`config.mk`:
```
export PLATFORM = sky130hd
export DESIGN_NAME = idex_pipe
export DESIGN_NICKNAME = d
export VERILOG_FILES = /design/src/rtl/idex_pipe.sv
export SDC_FILE = /design/constraint.sdc
export NUM_CORES = 1
export LEC_CHECK = 0
export ABC_AREA = 1
export CAP_MARGIN = 20
export CORE_MARGIN = 3
export CORE_UTILIZATION = 50
export DETAILED_ROUTE_END_ITERATION = 16
export PLACE_DENSITY_LB_ADDON = 0.1
export SKIP_LAST_GASP = 1
export SYNTH_ARGS = -nofsm -noshare
export SYNTH_HDL_FRONTEND = slang
export SYNTH_SLANG_ARGS = --single-unit
```
`constraint.sdc`:
```
create_clock -name clock -period 2 [get_ports clock]
set_clock_uncertainty 0.05 [all_clocks]
set_input_delay 0.3 -clock clock [delete_from_list [all_inputs] [get_ports clock]]
set_output_delay 0.3 -clock clock [all_outputs]
set_load 0.01 [all_outputs]
```
`src/rtl/idex_pipe.sv`:
```
// rtl/idex_pipe.sv - ID/EX pipeline stage with 2-entry skid buffer, flush and optional load-use stall.
// Define IDEX_HAZARD_EN to compile in the load-use hazard comparator and the hazard_stall port.
module idex_pipe #(
  parameter int DATA_W      = 32,
  parameter int REG_W       = 5,
  parameter int WB_W        = 2,
  parameter int M_W         = 3,
  parameter int EX_W        = 4,
  parameter int MEMREAD_BIT = 1
) (
  input  logic              clock,
  input  logic              reset,
  input  logic              in_valid,
  output logic              in_ready,
  input  logic              flush,
  input  logic [WB_W-1:0]   WB,
  input  logic [M_W-1:0]    M,
  input  logic [EX_W-1:0]   EX,
  input  logic [DATA_W-1:0] DataA,
  input  logic [DATA_W-1:0] DataB,
  input  logic [DATA_W-1:0] imm_value,
  input  logic [REG_W-1:0]  RegRs,
  input  logic [REG_W-1:0]  RegRt,
  input  logic [REG_W-1:0]  RegRd,
  output logic              out_valid,
  input  logic              out_ready,
  output logic [WB_W-1:0]   WBreg,
  output logic [M_W-1:0]    Mreg,
  output logic [EX_W-1:0]   EXreg,
  output logic [DATA_W-1:0] DataAreg,
  output logic [DATA_W-1:0] DataBreg,
  output logic [DATA_W-1:0] imm_valuereg,
  output logic [REG_W-1:0]  RegRsreg,
  output logic [REG_W-1:0]  RegRtreg,
`ifdef IDEX_HAZARD_EN
  output logic              hazard_stall,
`endif
  output logic [REG_W-1:0]  RegRdreg
);

  localparam int CTRL_W = WB_W + M_W + EX_W;
  localparam int BUN_W  = CTRL_W + 3 * DATA_W + 3 * REG_W;
  localparam int RT_LSB = REG_W;
  localparam int M_LSB  = EX_W + 3 * DATA_W + 3 * REG_W;

  typedef enum logic [1:0] {EMPTY, ONE, FULL} state_t;

  state_t           state;
  logic [BUN_W-1:0] main_q;
  logic [BUN_W-1:0] skid_q;
  logic [BUN_W-1:0] in_bundle;
  logic             stall;
  logic             accept;
  logic             pop;

  // Bundles are packed control-first so a flush can clear the control field as one slice.
  assign in_bundle = {WB, M, EX, DataA, DataB, imm_value, RegRs, RegRt, RegRd};
  assign {WBreg, Mreg, EXreg, DataAreg, DataBreg, imm_valuereg,
          RegRsreg, RegRtreg, RegRdreg} = main_q;

  assign out_valid = (state != EMPTY);

`ifdef IDEX_HAZARD_EN
  logic             young_load;
  logic [REG_W-1:0] young_rt;

  // The youngest held bundle is the one the incoming consumer would directly follow.
  assign young_load = (state == FULL) ? skid_q[M_LSB + MEMREAD_BIT] : main_q[M_LSB + MEMREAD_BIT];
  assign young_rt   = (state == FULL) ? skid_q[RT_LSB +: REG_W] : main_q[RT_LSB +: REG_W];
  assign stall = in_valid && out_valid && young_load && (young_rt != '0) &&
                 ((young_rt == RegRs) || (young_rt == RegRt));
  assign hazard_stall = stall;
`else
  assign stall = 1'b0;
`endif

  assign in_ready = (state != FULL) && !stall;
  assign accept   = in_valid && in_ready;
  assign pop      = out_valid && out_ready;

  always_ff @(posedge clock) begin
    if (reset) begin
      state  <= EMPTY;
      main_q <= '0;
      skid_q <= '0;
    end else if (flush) begin
      // Data and specifiers hold; only control is zeroed so a squashed bundle cannot write back.
      state                        <= EMPTY;
      main_q[BUN_W-1 -: CTRL_W]    <= '0;
      skid_q[BUN_W-1 -: CTRL_W]    <= '0;
    end else begin
      case (state)
        EMPTY: begin
          if (accept) begin
            main_q <= in_bundle;
            state  <= ONE;
          end
        end
        ONE: begin
          if (accept && pop) begin
            main_q <= in_bundle;
          end else if (accept) begin
            skid_q <= in_bundle;
            state  <= FULL;
          end else if (pop) begin
            state  <= EMPTY;
          end
        end
        FULL: begin
          if (pop) begin
            main_q <= skid_q;
            state  <= ONE;
          end
        end
        default: state <= EMPTY;
      endcase
    end
  end

endmodule

```
**Word-level counts from Yosys, hierarchy flattened**

Index checks and enable logic that the tools add are counted.

- Word-level logic and storage cells: 37
- Register bits: 242

- Bitwise gates (word level): 2
- Reduce and logical (&&, ||, !) cells: 12
- Eq/ne operators: 8
- Mux-type cells: 10

Operators by type and width:

| cell | count |
|---|---|
| $mux W120 | 3 |
| $pmux W120 S3 | 1 |
| $reduce_and A4 Y1 | 3 |
| $mux W2 | 5 |
| $ne A2 B2 Y1 const B | 5 |
| $pmux W2 S3 | 1 |
| $reduce_and A5 Y1 | 1 |
| $logic_and A1 B1 Y1 | 3 |
| $ne A3 B3 Y1 const B | 1 |
| $reduce_and A3 Y1 | 1 |
| $reduce_bool A3 Y1 | 1 |
| $eq A2 B1 Y1 const B | 1 |
| $eq A2 B2 Y1 const B | 1 |
| $logic_not A2 Y1 | 1 |
| $not A1 Y1 | 2 |
| $reduce_bool A2 Y1 | 1 |
| $reduce_or A2 Y1 | 1 |

**Depth between registers and ports, before layout**

Gate-level depths: netlist (run 1).

- Word-level depth: 6
- Depth in mapped cells: 11
- Mapped depth without buffers: 8

**Worst setup path before layout (run 1)**

Ideal clock, no wire load.

- Path kind: reg-to-reg
- From: reg state[1]
- To: reg main_q[111]
- Data arrival time: 1,230 ps
- Cell stages (with the launch flop): 9
- Library setup time: 116 ps
- Data required time: 1,834 ps
- Setup slack: 604 ps
- Cells stage by stage: dfxtp_1 buf_4 nand2_2 buf_4 buf_2 nand2_1 nand2_1 o21ai_0 nor2_1

- Word-level cells in the longest chain between the ends: 5
- Elaborated cells between the ends (all ways): 14
- Classes of those cells: eq/ne (6); mux (1); reduce/logical (7)

Ends and longest elaborated chain:

| element | line | RTL |
|---|---|---|
| start, declared | 48 | `state_t state;` |
| start signal, assigned | 83 | `state <= EMPTY;` |
| start signal, assigned | 88 | `state <= EMPTY;` |
| start signal, assigned | 96 | `state <= ONE;` |
| $ne A2 B2 Y1 or $reduce_bool A2 Y1 (tied branches) | 77, 61 |  |
| $logic_and A1 B1 Y1, on equally long branches | 78, 79 |  |
| $logic_and A1 B1 Y1 | 100 | `if (accept && pop) begin` |
| $ne A2 B2 Y1 (no line) | - |  |
| $reduce_and A4 Y1 (no line) | - |  |
| end signal, assigned | 95 | `main_q <= in_bundle;` |
| end signal, assigned | 101 | `main_q <= in_bundle;` |
| end signal, assigned | 111 | `main_q <= skid_q;` |
| end, declared | 49 | `logic [BUN_W-1:0] main_q;` |

Parallel ways exist; a longest one is shown, timed or not.
A chain may end at the register's enable or synchronous reset.

**Final worst setup path (run 1)**

- From: reg state[0]
- To: out out_valid

- Word-level cells in the longest chain between the ends: 1

Ends and longest elaborated chain:

| element | line | RTL |
|---|---|---|
| $reduce_bool A2 Y1 | 61 | `assign out_valid = (state != EMPTY);` |
| end, declared | 25 | `output logic out_valid,` |

No other way between the ends.

==> results, run 1 <==
- The total standard cell area after synthesis is between 10,000 and 15,000 µm².
- The first detailed-routing pass ran for 5 iterations.
- The number of nets in the synthesized netlist is about 1.8k.
- Buffers inserted to repair hold after CTS numbered 0.
- Traced cell by cell, the critical path runs through nor2_1 -> inv_1 -> clkdlybuf4s50_1.
- The number of different library cells used by synthesis comes to 20.
- Together, buffers and inverters on the worst path number 2.
- The critical path starts at state[0].
- The placed wire-length estimate after detailed placement is ~20,000 µm.
- The number of max-slew violations in the final report is 0.
- For this design the ratio of total power to cell area is around 800 nW/µm².
- Setup violations remaining at the end of the flow were counted as 0.
- TritonCTS built the clock tree.
- For the finished layout, the period the worst path requires is 1.93 ns.
- The most common library cell in the layout ignoring fill and taps is nand2_1.
- After detailed routing, the number of vias per cell comes to roughly 5.1.
- VDD sags by at most 636 µV.
- The I/O pin count is 247.
- STA classifies the critical path startpoint as a flop.
- The launch instance of the worst register-to-register path is state[0].
- The count of nets left with antenna violations once routing finished came out at 0.
- Clock tree synthesis inserted a total of 26 buffers.
- The synthesized instance count is 1,701.
- The initial utilization of the core area, before any placement, comes to about half.
- The worst setup timing slack at the placement stage is 0.0153 ns.
- Static timing analysis puts the maximum clock frequency at between 500 and 600 MHz.
- In this run the number of H-tree levels came out at 1.
- The overall global routing resource usage is approximately 25%.
- In this run, the number of DRC markers left after iteration 0 of detailed routing was just over 700.
- The average size of a mapped cell is between 6 and 7 µm².
- STA puts the critical path data arrival time at between 1.5 and 2 ns.
- Headroom to the max-slew limit came out at a little under two thirds.
- The worst setup path is captured at an output pin.
- The horizontal die dimension is 154 µm.
- The count of input and output buffers is 246.
- The first global-routing pass estimated between 50,000 and 60,000 µm of wire.
- The source-to-sink clock delay at the later pin of the worst-skew pair is around 0.53 ns.
- The run finished with clean final reports.
- Entering global routing, the biggest net connects a little over 80 pins.
- The congestion estimate from routability-driven global placement came to around 0.8.
- The layout-stage area growth over the synthesis result is 33.8%.
- Broken down by cell family, the worst path's largest delay share belongs to buffers and inverters.
- The worst endpoint required time is roughly 1.7 ns.
- The final critical path takes up 96.5% of the cycle.
- The overall overflow remaining after global route is 0.
- The worst hold path belongs to the class primary input to flop.
- The via total after detailed routing is around 11k.
- Total power for the finished layout comes to between 10 and 15 mW.
- In the final layout, the share of cells above drive strength 1 is around 5.3%.
- Row generation in the floorplan step produced 53 rows.
- The net total in the final layout is between 2k and 2.5k.
- The number of warnings printed during yosys synthesis is 0.
- The worst path meets setup with roughly 0.070 ns of slack.
- Setup repair after global routing left no endpoint under its margin.
- For this design the static power due to leakage is about 6.5 nW.
- The buffer levels on the longest clock path is 3.
- The final routed DRC violation total is 0.
- The area of combinational cells with multiple inputs is 5020 µm².
- The part of the Yosys area used for sequential elements is 44.2%.
- The clock slew seen by the registers of the worst setup and hold paths is about 0.06 ns.
- The clock tree root driver cell is clkbuf_16.
- By startpoint and endpoint, the worst setup path is classified as flop to output pin.
- The origin of the worst min-delay path is reset.
- The maximum fanout along the worst path is 2.
- At the pin with the least slew margin, the transition time is about 0.54 ns.
- The final routed wire length divided by cell count is between 10 and 15 µm.
- The maximum single-stage delay on the critical path is approximately 0.54 ns.
- The clock sink total is 242.
- The sum of negative setup slack is 0 ns.
- The core outline area is about 21,000 µm².
- The die boundary height is roughly 150 µm.
- The number of failing hold endpoints at the final stage is 0.
- The flip-flop and latch count after synthesis is 242.
- The initial antenna violation count was 4.
- The max-capacitance violation count is 0.
- Fill cells in the final layout number around 1.9k.
- In the layout the commonest cells are nand2_1, nor2_1, clkdlybuf4s50_1.
- The core utilization of the finished layout is 69.0%.
- The cell with the largest stage delay on the worst path is clkdlybuf4s50_1.
- Summing all flip-flop and latch instances after layout gives a little under 5000 µm².
- The final layout contains routed wiring with a total length of 31,700 µm.
- The die covers ~24,000 µm².
- The number of global-route vias before repair was between 10k and 15k.
[repair_timing]
action	CTS	global route
buffers inserted	0	2
endpoints found under the setup margin	1	1
endpoints found under the hold margin	0	0
resized for setup	1	0
[stage by stage]
step | hold slack, ns | instances | cell area, µm²
after global placement | 0.390 | 2138 | 13800
after global routing | 0.235 | 2188 | 14700
after floorplan | 0.380 | 1701 | 11000
after CTS | 0.207 | 2185 | 14700
final | 0.226 | 2188 | 14700
after detailed placement | 0.398 | 2138 | 13800
[worst reg2reg max path, delay by kind of cell (launching register included)]
kind,cells,cell delay [ns]
buf+inv,3,0.57
flops,1,0.33
compound gates,1,0.18
simple gates,5,0.44
[layout make-up]
type | count | share of cell area, %
diodes | 1 | 0.0170
flip-flops and latches | 242 | 33.0
clock inverters | 7 | 0.409
inverters | 126 | 3.27
multi-input cells | 1206 | 34.2
clock buffers | 40 | 5.62
repair buffers | 291 | 21.1
well taps | 275 | 2.34
[synthesized netlist by cell type]
| library cell | count | area [µm²] |
|---|---|---|
| nand2_1 | 583 | 2190 |
| nor2_1 | 255 | 957 |
| dfxtp_1 | 242 | 4840 |
| nand3_1 | 229 | 1150 |
| inv_1 | 124 | 465 |
| a21oi_1 | 114 | 571 |
| clkbuf_1 | 54 | 203 |
| buf_2 | 41 | 205 |
| buf_4 | 30 | 225 |
| o21ai_0 | 11 | 55.1 |
| o21ai_1 | 7 | 35.0 |
| inv_2 | 2 | 7.51 |
| nor2_2 | 2 | 12.5 |
| a21boi_0 | 1 | 7.51 |
| a31oi_1 | 1 | 6.26 |
| buf_1 | 1 | 3.75 |
| buf_6 | 1 | 11.3 |
| nand2_2 | 1 | 6.26 |
| nand3_2 | 1 | 10.0 |
| o21bai_2 | 1 | 11.3 |
[sequential cells by signal, indices dropped and copies added (netlist names)]
name,count
skid_q,120
state,2
main_q,120
[kinds of logic after synthesis]
kind of cell	Yosys count	share of synthesized area [%]
buf+inv	253	10.2
flops	242	44.2
simple gates	1071	39.4
compound gates	135	6.25
[path summary, 6_finish.rpt]
kind	end	slack (ns)	depth (start not counted)
worst max-delay path	out_valid	0.07	3
worst min-delay path	main_q[95]	0.23	4
worst max register to register	main_q[64]	0.30	9
worst min register to register	skid_q[116]	0.41	2
[per-layer routing]
| layer | GRT usage, % | part of all wire [%] | up-vias |
|---|---|---|---|
| met5 | 0 | 0.11 | - |
| met2 | 43.0 | 48 | 375 |
| met3 | 5.60 | 8.0 | 55 |
| li1 | - | - | 5646 |
| met4 | 6.81 | 2.2 | 6 |
| met1 | 32.5 | 42 | 5157 |
[power breakdown]
part | internal, mW | leakage [nW] | switching, mW
Clock | 2.95 | 0.446 | 1.95
Combinational | 0.872 | 4.12 | 0.870
Sequential | 5.03 | 1.97 | 0.124
(Power assumes the default switching activity.)
==> inputs of run 2 (changes only) <==
--- a/config.mk
+++ b/config.mk
@@ -10,7 +10,8 @@
 export CORE_MARGIN = 3
 export CORE_UTILIZATION = 50
 export DETAILED_ROUTE_END_ITERATION = 16
-export PLACE_DENSITY_LB_ADDON = 0.1
+export GPL_TIMING_DRIVEN = 0
+export PLACE_DENSITY = 0.89
 export SKIP_LAST_GASP = 1
 export SYNTH_ARGS = -nofsm -noshare
 export SYNTH_HDL_FRONTEND = slang
==> constraint.sdc (replaced) <==
create_clock -name clock -period 1.8 [get_ports clock]
set_clock_uncertainty 0.05 [all_clocks]
set_input_delay 0.27 -clock clock [delete_from_list [all_inputs] [get_ports clock]]
set_output_delay 0.27 -clock clock [all_outputs]
set_load 0.01 [all_outputs]
==> run 2 against run 1 <==
The run now ends with setup timing left. Combinational power rose by 11%. Setup slack got worse by 0.093 ns. Wire length rose by 5.2%. Sequential cell count did not move. Register-to-register slack got worse by 0.25 ns. Non-clock buffer count rose by 85. Cell count rose by 3.9%. Clock power rose by 19%. Sequential share of layout area fell by 0.44 points. Design area rose by 1.4%. Die area did not move. Global-route usage rose by 1.2 points. Largest cell class unchanged. Largest power group is now clock. Highest routed layer unchanged.
==> results, run 2 (synthesis gave the netlist of run 1 again) <==
- The worst register-to-register path ends at skid_q[70].
- The number of instances on the worst hold path is 3 (-1).
- The via density per instance came to 5.17 (+0.74%).
- The initial core utilization is 51.5% (unchanged).
- In this design, the largest share of critical-path delay is due to buffers and inverters.
- The worst endpoint required time is 1.48 ns (-0.17 ns).
- The count of routing violations after the opening detailed-route iteration is 883 (+23%).
- The total buffers and inverters traversed by the critical path is 5 (+3).
- The max-capacitance violation count came to 0 (unchanged).
- The most common library cell in the layout ignoring fill and taps is nand2_1.
- The peak supply drop was 642 µV (+0.94%).
- The placed wire-length estimate after detailed placement is 23,200 µm (+17%).
- The switching part of the total is 24.8% (-0.15 points).
- The layout-stage area growth over the synthesis result is 35.6%.
- The total power density per cell area is 905 nW/µm² (+13%).
- The number of global-route vias before repair was 11.2k (+7.3%).
- The final non-filler cell area is 14,900 µm² (+1.4%).
- The die boundary height is 154 µm (unchanged).
- The share of total power in combinational logic is 14.4% (-0.4 points).
- The post-route worst setup slack came to -0.0229 ns (-0.0927 ns).
- The kind of end point of the critical path is an output pin.
- The horizontal die dimension was 154 µm (unchanged).
- The number of failing hold endpoints at the final stage is 0 (unchanged).
- The clock sink total is 242 (unchanged).
- The worst setup timing slack at the placement stage is -0.839 ns (-0.854 ns).
- The run finished, with violations left.
- In the finished design, the share of the clock period the worst path needs comes to 101%.
- The via total after detailed routing is 11.8k (+4.7%).
- The part of the power in registers is 42.4% (-1.3 points).
- The hold buffer count at cts is 0 (unchanged).
- The proportion of layout cells with a drive suffix above 1 came to 7.11% (+1.8 points).
- The maximum clock frequency is 549 MHz.
- The part of the power in the clock network is 43.2% (+1.7 points).
- The net switching power is 3.34 mW (+13%).
- The full die area is 23,800 µm² (unchanged).
- The fill cell total of the finished layout was 1,690 (-9.2%).
- The footprint of the flip-flops and latches came to 4850 µm² (about the same).
- The final reports fail on setup timing.
- The sort of element at the start of the critical path is a flop.
- The top cell types in the final layout, fill and taps aside, are nand2_1, nor2_1, dfxtp_1.
- The tree is rooted in a clkbuf_16.
- The detailed-routing iteration count for the pre-antenna-repair pass is 8 (+3).
- The initial antenna violation count is 1 (-3).
- The final non-filler cell total came to 2,273 (+3.9%).
- In this run the critical register-to-register path is launched from state[0].
- The origin of the worst min-delay path is DataA[13].
- The critical path class is flop to output pin.
- The critical path goes through inv_4 -> buf_12 -> nand2_8 -> buf_12 -> buf_8 -> buf_6.
- The clock buffer count from CTS is 26 (unchanged).
- The number of cells in the design after placement is 2,222 (+3.9%).
- The shortest clock period the worst path allows after layout is about 1.8 ns.
- The slew at the pin closest to its max-slew limit came to 0.529 ns (-0.0150 ns).
- The total detailed-routing wirelength is 33,300 µm (+5.2%).
- The wire length of the first global-routing pass is 53,100 µm (+3.8%).
- The final routed DRC violation total came to 0 (unchanged).
- The slowest stage of the critical path is the dfxtp_2 cell.
- The leakage power of the design is 6.79 nW (+3.8%).
- Setup repair after global routing could not meet its margin everywhere.
- In the final layout, the registers with the most flip-flops are main_q: 120 flops, skid_q: 120 flops, state: 2 flops.
- The arrival time at the worst endpoint is 1.50 ns (-0.08 ns).
- The number of max-slew violations in the final report is 0 (unchanged).
- The source-to-sink clock delay at the later pin of the worst-skew pair was 0.53 ns (about the same).
- The instance area after placement came to 13,800 µm² (about the same).
- The global placer's final weighted congestion is 0.871 (+8.4%).
- The count of input and output buffers is 246 (unchanged).
- The tightest min-delay check is of the primary input to flop type.
- The endpoint of the worst hold path is skid_q[92].
- The count of cells along the worst register-to-register path is 7 (-2).
- The worst-case headroom to the max-slew limit is 64.7% (+1.0 points).
- The maximum number of pins on one net before global-route repair is 14 (-83%).
- The register-to-register setup slack is 0.05 ns (-0.25 ns).
- The core outline area was 21,300 µm² (unchanged).
- The maximum single-stage delay on the critical path came to 0.34 ns (-0.20 ns).
- The net total in the final layout is 2,104 (+4.3%).
- The internal power summed over all cells is 10.1 mW (+14%).
- The I/O pin count is 247 (unchanged).
- In this design, the critical path's most frequently occurring cell is buf_12.
- The maximum level of the CTS H-tree is 1 (unchanged).
- The buffer levels on the longest clock path is 3 (unchanged).
- The overall global routing resource usage is 26.5% (+1.2 points).
- The post-route antenna net violation count is 0 (unchanged).
- The row count is 53 (unchanged).
- The area of combinational cells with multiple inputs is 5030 µm² (+0.17%).
- The overall overflow remaining after global route is 0 (unchanged).
- The number of setup violations in the final report is 1 (+1).
- TritonCTS built the clock tree.
- The clock slew seen by the registers of the worst setup and hold paths was 0.07 ns (about the same).
- The final routed wire length divided by cell count is 14.7 µm (+1.3%).
- The maximum fanout along the worst path is 10 (+8).
run 2: changes by cell type in the layout (fill, tap and decap cells not counted), moves of 5 or more:
cell	change
dlymetal6s2s_1	+6
buf_12	-21
clkbuf_4	+5
clkbuf_1	+40
clkdlybuf4s50_1	-7
buf_2	+33
buf_4	+8
clkbuf_2	+13
clkbuf_8	-6
run 2: what timing repair did:
item,4_1_cts,5_1_grt
pin swaps,0,0
cloned,0,1
resized for setup,30,42
endpoints found under the setup margin,186,206
setup buffers,3,0
run 2: routing by layer:
metal  global-route usage [%]  share of wire (%)  vias up
li1                         -                  -     5836
met1                     33.3                 41     5369
met2                     45.8                 48      475
met3                     5.60                8.6       80
met4                     8.16                2.8        2
met5                        0              0.030        -
run 2: stage by stage:
stage,util (%),power [mW],hold WS (ns),TNS [ns]
after CTS,69.6,13.5,0.279,-0.0641
final,69.9,13.5,0.298,-0.0229
after floorplan,-,6.74,0.380,0
after global routing,69.9,14.0,0.302,-0.453
after detailed placement,64.7,7.73,0.397,-132.29
after global placement,64.7,7.68,0.390,-124.67
run 2: power by group through the flow:
stage | sequential (mW) | combinational (mW) | clock, mW
after global routing | 5.74 | 2.13 | 6.09
after CTS | 5.71 | 1.92 | 5.86
final | 5.71 | 1.93 | 5.82
after floorplan | 5.92 | 0.821 | 0
after global placement | 5.82 | 1.86 | 0
after detailed placement | 5.83 | 1.90 | 0
run 2: worst max path at each step:
stage | slack [ns] | from | end | depth (start not counted)
3_3_place_gp | -0.81 | reset | main_q[5] | 6
4_1_cts | -0.06 | state[0] | in_ready | 6
3_5_place_dp | -0.84 | reset | main_q[83] | 6
2_1_floorplan | 0.40 | state[1] | main_q[111] | 8
5_1_grt | -0.07 | state[0] | in_ready | 6
6_report | -0.02 | state[0] | in_ready | 6
run 2: final cells by class:
class / instances / share of cell area, %
Sequential cell: 242 / 32.6
Clock buffer: 34 / 4.99
Timing Repair Buffer: 249 / 16.8
Inverter: 126 / 3.23
Antenna cell: 1 / 0.0168
Timing Repair inverter: 1 / 0.0336
Tap cell: 275 / 2.31
Buffer: 127 / 4.95
Multi-Input combinational cell: 1206 / 33.8
Clock inverter: 12 / 1.29
run 2: worst min-delay path, delay by kind of cell:
kind	cells	cell delay [ns]
AOI/OAI and AO/OA	1	0.06
buffers and inverters	1	0.42
and+or+nand+nor	1	0.09
